$ cat src/rtl/uart_rx_fsm_if.sv
// Signal bundle between the UART receive frame controller and its edge/bit counter,
// data sampler and consumer. Error-counter ports exist only with UART_RX_ERR_CNT_EN.
interface uart_rx_fsm_if #(
    parameter int DATA_WIDTH = 8
);
    logic                  RX_IN;
    logic                  PAR_EN;
    logic                  PAR_TYP;
    logic [5:0]            Prescale;
    logic [5:0]            edge_cnt;
    logic [3:0]            bit_cnt;
    logic                  sampled_bit;
    logic                  cnt_enable;
    logic                  dat_samp_en;
    logic [DATA_WIDTH-1:0] P_DATA;
    logic                  data_valid;
    logic                  par_err;
    logic                  stp_err;
    logic                  strt_glitch;
`ifdef UART_RX_ERR_CNT_EN
    logic [7:0]            par_err_cnt;
    logic [7:0]            stp_err_cnt;
`endif

    // Frame controller side.
    modport master (
        input  RX_IN, PAR_EN, PAR_TYP, Prescale, edge_cnt, bit_cnt, sampled_bit,
        output cnt_enable, dat_samp_en, P_DATA, data_valid, par_err, stp_err, strt_glitch
`ifdef UART_RX_ERR_CNT_EN
        , output par_err_cnt, stp_err_cnt
`endif
    );

    // Counter/sampler/consumer side.
    modport slave (
        output RX_IN, PAR_EN, PAR_TYP, Prescale, edge_cnt, bit_cnt, sampled_bit,
        input  cnt_enable, dat_samp_en, P_DATA, data_valid, par_err, stp_err, strt_glitch
`ifdef UART_RX_ERR_CNT_EN
        , input par_err_cnt, stp_err_cnt
`endif
    );
endinterface

$ cat src/rtl/uart_rx_fsm.sv
// UART receive frame controller: START/DATA/PARITY/STOP sequencing, LSB-first
// deserialisation and error strobes. UART_RX_ERR_CNT_EN adds saturating error counters.
module uart_rx_fsm #(
    parameter int DATA_WIDTH = 8
) (
    input logic           CLK,
    input logic           RST,
    uart_rx_fsm_if.master bus
);
    typedef enum logic [2:0] {IDLE, START, DATA, PARITY, STOP} state_t;

    state_t                state_q;
    logic [DATA_WIDTH-1:0] shift_q;
    logic [DATA_WIDTH-1:0] p_data_q;
    logic                  data_valid_q;
    logic                  par_err_q;
    logic                  stp_err_q;
    logic                  strt_glitch_q;
    logic                  frame_err_q;

    logic bit_end;
    logic parity_exp;

    assign bit_end    = (state_q != IDLE) && (bus.edge_cnt == bus.Prescale);
    assign parity_exp = bus.PAR_TYP ? ~^shift_q : ^shift_q;

    always_ff @(posedge CLK or negedge RST) begin
        if (!RST) begin
            state_q       <= IDLE;
            shift_q       <= '0;
            p_data_q      <= '0;
            data_valid_q  <= 1'b0;
            par_err_q     <= 1'b0;
            stp_err_q     <= 1'b0;
            strt_glitch_q <= 1'b0;
            frame_err_q   <= 1'b0;
        end else begin
            // NOTE: strobes default low every cycle; a later non-blocking write in the
            // case below wins, giving exactly one cycle high after the bit end.
            data_valid_q  <= 1'b0;
            par_err_q     <= 1'b0;
            stp_err_q     <= 1'b0;
            strt_glitch_q <= 1'b0;
            case (state_q)
                IDLE: if (!bus.RX_IN) state_q <= START;
                START: if (bit_end) begin
                    if (bus.sampled_bit) begin
                        strt_glitch_q <= 1'b1;
                        state_q       <= IDLE;
                    end else begin
                        state_q <= DATA;
                    end
                end
                DATA: if (bit_end) begin
                    shift_q <= {bus.sampled_bit, shift_q[DATA_WIDTH-1:1]};
                    if (bus.bit_cnt == 4'(DATA_WIDTH))
                        state_q <= bus.PAR_EN ? PARITY : STOP;
                end
                PARITY: if (bit_end) begin
                    if (bus.sampled_bit != parity_exp) begin
                        frame_err_q <= 1'b1;
                        par_err_q   <= 1'b1;
                    end
                    state_q <= STOP;
                end
                STOP: if (bit_end) begin
                    if (!bus.sampled_bit) begin
                        stp_err_q <= 1'b1;
                    end else if (!frame_err_q) begin
                        p_data_q     <= shift_q;
                        data_valid_q <= 1'b1;
                    end
                    frame_err_q <= 1'b0;
                    state_q     <= IDLE;
                end
                default: state_q <= IDLE;
            endcase
        end
    end

    assign bus.cnt_enable  = (state_q != IDLE);
    assign bus.dat_samp_en = (state_q != IDLE);
    assign bus.P_DATA      = p_data_q;
    assign bus.data_valid  = data_valid_q;
    assign bus.par_err     = par_err_q;
    assign bus.stp_err     = stp_err_q;
    assign bus.strt_glitch = strt_glitch_q;

`ifdef UART_RX_ERR_CNT_EN
    logic [7:0] par_err_cnt_q;
    logic [7:0] stp_err_cnt_q;

    always_ff @(posedge CLK or negedge RST) begin
        if (!RST) begin
            par_err_cnt_q <= '0;
            stp_err_cnt_q <= '0;
        end else begin
            if (par_err_q && (par_err_cnt_q != 8'hFF)) par_err_cnt_q <= par_err_cnt_q + 8'd1;
            if (stp_err_q && (stp_err_cnt_q != 8'hFF)) stp_err_cnt_q <= stp_err_cnt_q + 8'd1;
        end
    end

    assign bus.par_err_cnt = par_err_cnt_q;
    assign bus.stp_err_cnt = stp_err_cnt_q;
`endif
endmodule

$ cat src/flat_wrapper.sv
// flat-port wrapper written by rule: the top's interface ports become plain ports
module uart_rx_fsm_flat 
#(
    parameter int DATA_WIDTH = 8
)
  (CLK, RST, bus_RX_IN, bus_PAR_EN, bus_PAR_TYP, bus_Prescale, bus_edge_cnt, bus_bit_cnt, bus_sampled_bit, bus_cnt_enable, bus_dat_samp_en, bus_P_DATA, bus_data_valid, bus_par_err, bus_stp_err, bus_strt_glitch);
  uart_rx_fsm_if #(.DATA_WIDTH(DATA_WIDTH)) bus_i ();
  input logic CLK;
  input logic RST;
  input wire logic [$bits(bus_i.RX_IN)-1:0] bus_RX_IN;
  input wire logic [$bits(bus_i.PAR_EN)-1:0] bus_PAR_EN;
  input wire logic [$bits(bus_i.PAR_TYP)-1:0] bus_PAR_TYP;
  input wire logic [$bits(bus_i.Prescale)-1:0] bus_Prescale;
  input wire logic [$bits(bus_i.edge_cnt)-1:0] bus_edge_cnt;
  input wire logic [$bits(bus_i.bit_cnt)-1:0] bus_bit_cnt;
  input wire logic [$bits(bus_i.sampled_bit)-1:0] bus_sampled_bit;
  output wire logic [$bits(bus_i.cnt_enable)-1:0] bus_cnt_enable;
  output wire logic [$bits(bus_i.dat_samp_en)-1:0] bus_dat_samp_en;
  output wire logic [$bits(bus_i.P_DATA)-1:0] bus_P_DATA;
  output wire logic [$bits(bus_i.data_valid)-1:0] bus_data_valid;
  output wire logic [$bits(bus_i.par_err)-1:0] bus_par_err;
  output wire logic [$bits(bus_i.stp_err)-1:0] bus_stp_err;
  output wire logic [$bits(bus_i.strt_glitch)-1:0] bus_strt_glitch;
  assign bus_i.RX_IN = bus_RX_IN;
  assign bus_i.PAR_EN = bus_PAR_EN;
  assign bus_i.PAR_TYP = bus_PAR_TYP;
  assign bus_i.Prescale = bus_Prescale;
  assign bus_i.edge_cnt = bus_edge_cnt;
  assign bus_i.bit_cnt = bus_bit_cnt;
  assign bus_i.sampled_bit = bus_sampled_bit;
  assign bus_cnt_enable = bus_i.cnt_enable;
  assign bus_dat_samp_en = bus_i.dat_samp_en;
  assign bus_P_DATA = bus_i.P_DATA;
  assign bus_data_valid = bus_i.data_valid;
  assign bus_par_err = bus_i.par_err;
  assign bus_stp_err = bus_i.stp_err;
  assign bus_strt_glitch = bus_i.strt_glitch;
  uart_rx_fsm #(.DATA_WIDTH(DATA_WIDTH)) u_core (.CLK(CLK), .RST(RST), .bus(bus_i));
endmodule
$ cat config.mk
export PLATFORM = sky130hd
export DESIGN_NAME = uart_rx_fsm_flat
export DESIGN_NICKNAME = d
export VERILOG_FILES = /design/src/rtl/uart_rx_fsm_if.sv /design/src/rtl/uart_rx_fsm.sv /design/src/flat_wrapper.sv
export SDC_FILE = /design/constraint.sdc
export NUM_CORES = 1
export LEC_CHECK = 0
export ABC_AREA = 1
export BUFFER_PORTS_ARGS = -buffer_cell sky130_fd_sc_hd__buf_2
export CAP_MARGIN = 40
export CORE_MARGIN = 3
export CORE_UTILIZATION = 35
export CTS_CLUSTER_SIZE = 16
export DETAILED_ROUTE_END_ITERATION = 8
export SKIP_LAST_GASP = 1
export SLEW_MARGIN = 20
export SYNTH_ARGS = -nofsm -noshare
export SYNTH_HDL_FRONTEND = slang
export SYNTH_SLANG_ARGS = --single-unit
$ cat constraint.sdc
create_clock -name CLK -period 1.7 [get_ports CLK]
set_clock_uncertainty 0.15 [all_clocks]
set_input_delay 0.255 -clock CLK [delete_from_list [all_inputs] [get_ports CLK]]
set_output_delay 0.255 -clock CLK [all_outputs]
set_load 0.02 [all_outputs]
==> results by group, run 1 <==
Floorplan
  – Die Area: 0.00485 mm2
  – Starting density of the core: 0.376
  – Area of the core: 0.00377 mm2
  – Ports: 36
  – Row Count: 22
  – Die Y: 69.7 um
  – Die Wd: 69.7 um

Logic synthesis
  – Syn_nets: 208
  – Sequential area share after synthesis: 0.423
  – Yosys warns: 0
  – Synth cell types: 21
  – Synthesized area per cell: approximately 7.6 um2
  – Cells after Synth: around 190
  – Synthesized area: 0.00142 mm2
  – Post-synthesis register bit count: 24

Detailed routing
  – Total wire length: 2800 um
  – Antenna Nets Post-Route: 0
  – Initial DRC count: 39
  – Via Count: 1218
  – DRC Markers: 0
  – Drt pass-1 iters: 4
  – Via-per-instance ratio: approximately 4.4
  – WL per Instance: around 10 um

Final layout
  – # nets final: between 200 and 250
  – Final core occ: 0.464
  – Commonest non-fill, non-tap cells in the layout: nand2_1 (66), buf_2 (33), inv_1 (29), dfrtp_1 (24), nor2_1 (13)
  – Area grow syn2layout: 23.4%
  – Fillers: 384
  – Most common cell after layout, fill and taps aside: nand2_1
  – N_diodes: 0
  – Layout cells sized above 1: 0.292
  – Storage cell area: about 600 um2
  – Area occupied by multi-input gates: between 600 and 700 um2
  – Final Cell Area: 0.00175 mm2

Placed design
  – I/O Buffers: 35
  – Area post-placement: around 0.0016 mm2
  – Placer Congestion: 0.828
  – DP HPWL: 2080 um

Worst hold path
  – Hold Crit Class: in -> reg
  – Hold path depth: 2
  – Hold Startpoint: bus_sampled_bit
  – Worst hold path endpoint: u_core.bus.stp_err

Power
  – Cell Pwr Density: roughly 1000 mW/mm2
  – Total power: 1820 uW
  – LEAKAGE: 0.00100 uW
  – Peak VDD IR: 680 uV

Setup path
  – Critical Path Fanout Max: 4
  – Req. time, crit path: approximately 1300 ps
  – CP arrival: 1240 ps
  – Reg2reg path depth: 8
  – Worst setup path class: reg -> out
  – Reg-to-Reg End: u_core.state_q[2]
  – Worst R2R Start: u_core.state_q[0]
  – FF-to-FF setup slack: roughly 70 ps
  – Critical Path Sink Type: output port
  – CP Launch Type: register

Timing
  – Max_slew headroom: 0.625
  – Period utilization: 0.965
  – Fin crit period: about 1600 ps
  – Worst hold slack: about 57 ps
  – Fmax: ~610 MHz
  – RSZ-0062 raised after global routing: true
  – Max-slew violation count: 0
  – Setup violators final: 0
  – Slew @ Worst Pin: approximately 560 ps
  – Fin. Hold Viols: 0

Global routing
  – Congestion Overflow GR: 0
  – Initial antenna violation count: 0
  – First-pass GRT wire length: ~4600 um
  – Largest net degree at the start of global routing: 25
  – Total GRT Usage: 0.114
  – Vias in the first global route: 1115

Clocking
  – Clock transition at the registers of the reported paths: roughly 90 ps
  – Max H-tree Level: 1
  – CTS Root Cell: clkbuf_8
  – Clk_lat worst skew: approximately 260 ps
  – Clock Sinks: 24
  – TritonCTS clock tree: yes
  – CTS Buffer Depth: 2
  – TritonCTS buffer count: 3

Flow run
  – Maxcap violations: 0

Run status
  – Status: finished, final reports clean
-- Yosys cell counts --
| cell type | number | area share |
|---|---|---|
| nor2_8 | 1 | 0.014 |
| nand4_1 | 4 | 0.018 |
| inv_1 | 30 | 0.079 |
| nor2_4 | 4 | 0.032 |
| o21ai_1 | 7 | 0.025 |
| nand2_1 | 66 | 0.17 |
| buf_6 | 2 | 0.016 |
| o21bai_2 | 1 | 0.0079 |
| inv_2 | 2 | 0.0053 |
| nand2_4 | 3 | 0.024 |
| nand3_1 | 5 | 0.018 |
| nand3_4 | 2 | 0.025 |
| nor2_1 | 13 | 0.034 |
| nor3_1 | 2 | 0.0071 |
| buf_4 | 1 | 0.0053 |
| o21ai_2 | 8 | 0.049 |
| o21ai_0 | 5 | 0.018 |
| nand2_2 | 2 | 0.0088 |
| dfrtp_1 | 24 | 0.42 |
| xor2_1 | 1 | 0.0062 |
| a21oi_1 | 3 | 0.011 |
-- logic make-up (layout without fill, tap and decap cells) --
| logic type | after synthesis | in the layout | synth area share |
|---|---|---|---|
| simple gates | 102 | 103 | 0.354 |
| buf+inv | 35 | 74 | 0.106 |
| compound gates | 24 | 24 | 0.110 |
| flops | 24 | 24 | 0.423 |
| xor+xnor | 1 | 1 | 0.00617 |
-- metrics by stage --
stage,cells,setup WS [ps],setup TNS [ps]
2_1_floorplan,186,218,0
3_3_place_gp,267,132,0
3_5_place_dp,267,85.9,0
4_1_cts,272,27.6,0
5_1_grt,274,-31.7,-76.3
6_report,274,59.8,0
-- per-layer routing --
metal	vias to the layer above	part of all wire	GRT usage
met5	-	0	0
met4	0	0.0068	0.0255
met3	2	0.049	0.0246
met2	22	0.47	0.186
met1	540	0.48	0.156
li1	654	-	-
-- registers in the layout (all words and copies together) (netlist names) --
register                cells
u_core.bus.P_DATA           8
u_core.shift_q              8
u_core.state_q              3
u_core.bus.data_valid       1
u_core.bus.par_err          1
u_core.bus.stp_err          1
u_core.bus.strt_glitch      1
u_core.frame_err_q          1
-- how the worst max path moves through the flow --
stage | startpoint | endpoint | depth (start not counted)
final | u_core.state_q[0] | bus_cnt_enable | 5
after global routing | u_core.state_q[0] | u_core.state_q[1] | 9
after CTS | u_core.state_q[0] | bus_cnt_enable | 5
after detailed placement | u_core.state_q[0] | u_core.bus.P_DATA[5] | 9
after global placement | u_core.state_q[0] | u_core.bus.P_DATA[5] | 9
after floorplan | u_core.state_q[0] | u_core.bus.P_DATA[3] | 10
-- where the power goes --
group / internal (uW) / switching [uW]
clock network: 314 / 180
logic: 270 / 410
registers: 605 / 37.5
-- final cells by class --
class / count / share of cell area
Multi-Input combinational cell: 128 / 0.392
Timing Repair Buffer: 38 / 0.122
Tap cell: 48 / 0.0343
Inverter: 32 / 0.0686
Clock buffer: 3 / 0.0236
Clock inverter: 1 / 0.0172
Sequential cell: 24 / 0.343
-- worst max-delay path: stages, from the launching register on --
cell and delay, ps:
dfrtp_1 420, inv_2 110, nand2_4 60, nor2_4 170, inv_2 80, buf_6 130
-- what timing repair did --
item | CTS | global route
setup endpoints to repair | 0 | 8
hold buffers | 1 | 0
gates resized for setup | 0 | 6
hold endpoints to repair | 24 | 0
buffers inserted | 0 | 1
(Power assumes the default switching activity.)
==> run 2, diff against run 1 <==
CELL_PAD_IN_SITES_DETAIL_PLACEMENT = 1   (was default)
CELL_PAD_IN_SITES_GLOBAL_PLACEMENT = 1   (was default)
PLACE_DENSITY_LB_ADDON = 0.1   (was default)
==> run 2 against run 1 <==
  * Clock-buffer cell count unchanged
  * Wire length is 30% higher
  * First-iteration DRC count grew 5.1%
  * Largest power group unchanged
==> results by group, run 2 (synthesis results as in run 1) <==
Run status
  – Status: finished, final reports clean

Power
  – LEAKAGE: 0.00102 uW (+1.9%)
  – Power share of the combinational group: 0.396 (+0.022)
  – Sw power: 696 uW (+11%)
  – Clock network power share: 0.270 (-0.002)
  – Peak VDD IR: 662 uV (-2.8%)
  – Switch share: 0.362 (+0.0160)
  – Internal: 1230 uW (+3.3%)
  – Cell Pwr Density: 1080 mW/mm2 (+4.1%)
  – Flop pwr share: 0.334 (-0.020)

Final layout
  – N_diodes: 0 (unchanged)
  – Most common cell after layout, fill and taps aside: nand2_1
  – Area grow syn2layout: 25.5%
  – Commonest non-fill, non-tap cells in the layout: nand2_1 (66), buf_2 (33), inv_1 (29), dfrtp_1 (24), nor2_1 (13)
  – Non-Filler Instances: 278 (+1.5%)
  – Layout cells sized above 1: 0.304 (+0.0123)
  – Final Cell Area: 0.00178 mm2 (+1.7%)
  – # nets final: 253 (+1.6%)
  – Final core occ: 0.472 (+0.00796)

Setup path
  – Worst path slowest cell: dfrtp_1
  – Most frequent CP cell: inv_2
  – CP Launch Type: register
  – CP arrival: 1260 ps (+20 ps)
  – Critical Path Sink Type: output port
  – CP Launch Point: u_core.state_q[1]
  – FF-to-FF setup slack: 70 ps (about the same)
  – Reg-to-Reg End: u_core.shift_q[3]
  – Setup crit end: bus_dat_samp_en
  – Worst R2R Start: u_core.state_q[2]
  – Reg2reg path depth: 7 (-1)
  – Req. time, crit path: 1290 ps (about the same)
  – Worst setup path class: reg -> out
  – Crit-path cells: inv_2, nand2_4, nor2_4, inv_2, buf_6
  – Slowest stage delay, CP: 410 ps (about the same)
  – Critical Path Fanout Max: 4 (unchanged)

Detailed routing
  – WL per Instance: 13.1 um (+28%)
  – Via Count: 1314 (+7.9%)
  – DRC Markers: 0 (unchanged)
  – Initial DRC count: 41 (+5.1%)
  – Antenna Nets Post-Route: 0 (unchanged)
  – Via-per-instance ratio: 4.73 (+6.3%)
  – Drt pass-1 iters: 4 (unchanged)
  – Total wire length: 3640 um (+30%)

Global routing
  – Initial antenna violation count: 0 (unchanged)
  – Vias in the first global route: 1284 (+15%)
  – Congestion Overflow GR: 0 (unchanged)
  – First-pass GRT wire length: 5710 um (+23%)
  – Largest net degree at the start of global routing: 25 (unchanged)
  – Total GRT Usage: 0.142 (+0.0281)

Timing
  – Max-slew violation count: 0 (unchanged)
  – Period utilization: 0.979 (+0.0145)
  – Slew @ Worst Pin: 585 ps (+22.9 ps)
  – Fin crit period: 1660 ps (+24.6 ps)
  – Fin. Hold Viols: 0 (unchanged)
  – RSZ-0062 raised after global routing: true
  – Worst hold slack: 21.8 ps (-35.4 ps)
  – Max_slew headroom: 0.610 (-0.0153)
  – Fmax: 601 MHz (-1.5%)
  – Setup violators final: 0 (unchanged)

Worst hold path
  – Hold path depth: 2 (unchanged)
  – Hold Crit Class: in -> reg

Floorplan
  – Die Y: 69.7 um (unchanged)
  – Starting density of the core: 0.376 (unchanged)
  – Ports: 36 (unchanged)
  – Die Area: 0.00485 mm2 (unchanged)
  – Die Wd: 69.7 um (unchanged)
  – Area of the core: 0.00377 mm2 (unchanged)
  – Row Count: 22 (unchanged)

Clocking
  – CTS Root Cell: clkbuf_8
  – TritonCTS clock tree: yes
  – Clock Sinks: 24 (unchanged)
  – Clock transition at the registers of the reported paths: 90 ps (about the same)
  – Max H-tree Level: 1 (unchanged)
  – CTS Buffer Depth: 2 (unchanged)
  – Clk_lat worst skew: 270 ps (about the same)
  – TritonCTS buffer count: 3 (unchanged)

Placed design
  – Area post-placement: 0.00163 mm2 (unchanged)
  – DP HPWL: 2600 um (+25%)
  – I/O Buffers: 35 (unchanged)
  – Placer Congestion: 0.715 (-14%)
  – # placed instances: 267 (unchanged)

Flow run
  – Maxcap violations: 0 (unchanged)
[run 2: cell types whose count changed in the layout (fill, tap and decap cells not counted), sizes merged]
cell,change
buf,+4
[run 2: through the flow]
| step | total power [uW] | setup slack (ps) | setup TNS, ps |
|---|---|---|---|
| final | 1920 | 35.2 | 0 |
| after global routing | 2050 | -31.1 | -156 |
| after CTS | 1810 | 24.3 | 0 |
| after detailed placement | 1270 | 48.3 | 0 |
| after global placement | 1250 | 109 | 0 |
| after floorplan | 1120 | 218 | 0 |
[run 2: layout make-up]
type                            count  area (um2)
Clock buffer                        3        41.3
Fill cell                         496        1990
Inverter                           32         120
Sequential cell                    24         601
Multi-Input combinational cell    128         686
Timing Repair Buffer               42         243
Clock inverter                      1        30.0
Tap cell                           48        60.1
[run 2: worst min-delay path by stage]
stage,from,end,slack (ps)
after CTS,bus_sampled_bit,u_core.bus.stp_err,20
after floorplan,RST,u_core.bus.P_DATA[0],-190
after detailed placement,RST,u_core.state_q[2],140
after global placement,RST,u_core.state_q[2],130
final,bus_sampled_bit,u_core.bus.stp_err,20
after global routing,bus_sampled_bit,u_core.bus.stp_err,30
[run 2: power by group through the flow]
stage          clock network [uW]  registers (uW)  logic (uW)
2_1_floorplan                   0             649         468
3_3_place_gp                    0             656         589
3_5_place_dp                    0             658         607
4_1_cts                       528             642         639
5_1_grt                       559             646         845
6_report                      520             642         763
[run 2: per-layer routing]
metal,up-vias,track usage,part of all wire
li1,660,-,-
met1,622,0.183,0.45
met2,29,0.248,0.49
met3,3,0.0304,0.051
met4,0,0.0255,0.0072
met5,-,0,0
[run 2: repair_timing]
item | CTS | global route
setup endpoints to repair | 2 | 11
resized for setup | 0 | 7
setup buffers | 1 | 4
pin swaps | 0 | 1
hold buffers | 1 | 0
endpoints found under the hold margin | 24 | 0
gates cloned | 0 | 1
[run 2: critical path: cells and delay by family, from the launching register on]
family	cells	cell delay, ps
flip-flops	1	410
buffers and inverters	3	320
AND/OR/NAND/NOR	2	250
==> run 3, diff against run 2 <==
CORE_ASPECT_RATIO = 1.2   (was default)
RECOVER_POWER = 25   (was default)
==> run 3 against run 2 <==
  * Design area fell by 2.0%
  * Clock-buffer cell count rose by 1
  * Worst setup slack improved by 1.8 ps
  * Power fell by 9.0%
  * Non-clock buffer count did not move
  * Worst hold slack improved by 12 ps
  * Sequential power barely moved
  * Cell count rose by 1.1%
  * Wire length fell by 7.2%
  * Sequential share of layout area rose by 0.70 points
  * Fmax rose by 0.11%
  * Global-route usage rose by 0.68 points
  * Critical path type unchanged
==> results by group, run 3 (synthesis results as in run 1) <==
Placed design
  – DP HPWL: 2740 um (+5.3%)
  – I/O Buffers: 35 (unchanged)
  – Pre-CTS WS: 80.9 ps (+32.6 ps)
  – Placer Congestion: 0.875 (+22%)
  – # placed instances: 271 (+1.5%)
  – Area post-placement: 0.00164 mm2 (+0.31%)

Floorplan
  – Starting density of the core: 0.378 (+0.00176)
  – Ports: 36 (unchanged)
  – Die Wd: 64.1 um (-8.0%)
  – Area of the core: 0.00375 mm2 (-0.46%)
  – Die Area: 0.00486 mm2 (about the same)
  – Row Count: 24 (+9.1%)
  – Die Y: 75.7 um (+8.7%)

Detailed routing
  – Antenna Nets Post-Route: 0 (unchanged)
  – Via-per-instance ratio: 4.65 (-1.6%)
  – Total wire length: 3380 um (-7.2%)
  – DRC Markers: 0 (unchanged)
  – Via Count: 1307 (-0.53%)
  – Initial DRC count: 37 (-9.8%)
  – WL per Instance: 12.0 um (-8.1%)
  – Drt pass-1 iters: 5 (+1)

Power
  – Flop pwr share: 0.368 (+0.034)
  – Cell Pwr Density: 1000 mW/mm2 (-7.1%)
  – Sw power: 647 uW (-7.0%)
  – Clock network power share: 0.223 (-0.047)
  – Switch share: 0.369 (+0.00790)
  – Power share of the combinational group: 0.409 (+0.013)
  – Peak VDD IR: 719 uV (+8.7%)
  – Internal: 1100 uW (-10%)
  – LEAKAGE: 0.00101 uW (-0.87%)

Worst hold path
  – Hold Crit Class: in -> reg

Final layout
  – Commonest non-fill, non-tap cells in the layout: nand2_1 (66), buf_2 (32), inv_1 (28), dfrtp_1 (24), nor2_1 (13)
  – Area grow syn2layout: 22.9%
  – Most common cell after layout, fill and taps aside: nand2_1
  – Non-Filler Instances: 281 (+1.1%)
  – Fillers: 478 (-3.6%)
  – Layout cells sized above 1: 0.306 (+0.00133)
  – # nets final: 252 (-0.40%)
  – N_diodes: 0 (unchanged)
  – Final Cell Area: 0.00174 mm2 (-2.0%)

Timing
  – RSZ-0062 raised after global routing: true
  – Setup violators final: 0 (unchanged)
  – Period utilization: 0.978 (-0.00104)
  – Setup_tns: 0 ps (unchanged)
  – Slew @ Worst Pin: 612 ps (+27.4 ps)
  – Fmax: 601 MHz (+0.11%)
  – Final worst-path setup slack: 36.9 ps (+1.76 ps)
  – Max-slew violation count: 0 (unchanged)
  – Fin. Hold Viols: 0 (unchanged)
  – Max_slew headroom: 0.592 (-0.0182)
  – Fin crit period: 1660 ps (-1.76 ps)

Clocking
  – CTS Buffer Depth: 2 (unchanged)
  – CTS Root Cell: clkbuf_8
  – TritonCTS clock tree: yes
  – Max H-tree Level: 1 (unchanged)
  – Clk_lat worst skew: 260 ps (about the same)
  – TritonCTS buffer count: 3 (unchanged)
  – Clock Sinks: 24 (unchanged)
  – Clock transition at the registers of the reported paths: 80 ps (about the same)

Setup path
  – CP arrival: 1260 ps (about the same)
  – Worst setup path class: reg -> out
  – Critical Path Fanout Max: 4 (unchanged)
  – Critical Path Sink Type: output port
  – CP Launch Type: register
  – Req. time, crit path: 1290 ps (about the same)

Run status
  – Status: finished, final reports clean

Global routing
  – Total GRT Usage: 0.149 (+0.00680)
  – Vias in the first global route: 1355 (+5.5%)
  – Initial antenna violation count: 0 (unchanged)
  – First-pass GRT wire length: 5690 um (-0.25%)
  – Largest net degree at the start of global routing: 25 (unchanged)
  – Congestion Overflow GR: 0 (unchanged)

Flow run
  – Maxcap violations: 0 (unchanged)
## run 3: area by class of cell
cell class	instances	area [um2]	share of cell area
multi-input cells	127	668	0.383
flip-flops and latches	24	601	0.344
repair buffers	42	235	0.135
inverters	32	120	0.0689
well taps	52	65.1	0.0373
clock buffers	4	55.1	0.0316
## run 3: power by group through the flow
stage | sequential (uW) | clock, uW | combinational [uW]
final | 644 | 391 | 716
after global routing | 649 | 429 | 803
after CTS | 645 | 407 | 613
after detailed placement | 657 | 0 | 606
after global placement | 653 | 0 | 586
after floorplan | 649 | 0 | 468
## run 3: routing by layer
metal / global-route usage / vias to the layer above / share of wire
met2: 0.302 / 24 / 0.55
met4: 0.0610 / 0 / 0.011
met5: 0 / - / 0
li1: - / 659 / -
met3: 0.0206 / 4 / 0.034
met1: 0.155 / 620 / 0.40
## run 3: critical path, stage by stage (launching register included)
cell,delay [ps]
dfrtp_1,410
inv_2,110
nand2_4,70
nor2_4,170
inv_2,70
buf_4,160
## run 3: worst paths after layout
| kind | startpoint | to | slack [ps] | depth (start not counted) |
|---|---|---|---|---|
| max reg2reg | u_core.state_q[1] | u_core.bus.P_DATA[0] | 80 | 10 |
| min reg2reg | u_core.bus.P_DATA[2] | u_core.bus.P_DATA[2] | 340 | 2 |
| min | bus_sampled_bit | u_core.bus.stp_err | 30 | 2 |
| min in group asynchronous | RST | u_core.shift_q[5] | 380 | 2 |
| max in group asynchronous | RST | u_core.bus.P_DATA[0] | 630 | 2 |
| max | u_core.state_q[0] | bus_cnt_enable | 40 | 5 |
## run 3: repair_timing
action / CTS / global route
buffers inserted: 0 / 5
endpoints found under the hold margin: 24 / 0
resized for setup: 0 / 4
hold buffers: 1 / 0
setup endpoints to repair: 0 / 9
## run 3: stage by stage
stage          total power, uW   util  hold WS, ps
3_5_place_dp              1260  0.436          130
6_report                  1750  0.465         33.3
3_3_place_gp              1240  0.436          123
5_1_grt                   1880  0.465         44.6
4_1_cts                   1670  0.453         31.5
2_1_floorplan             1120      -         -191
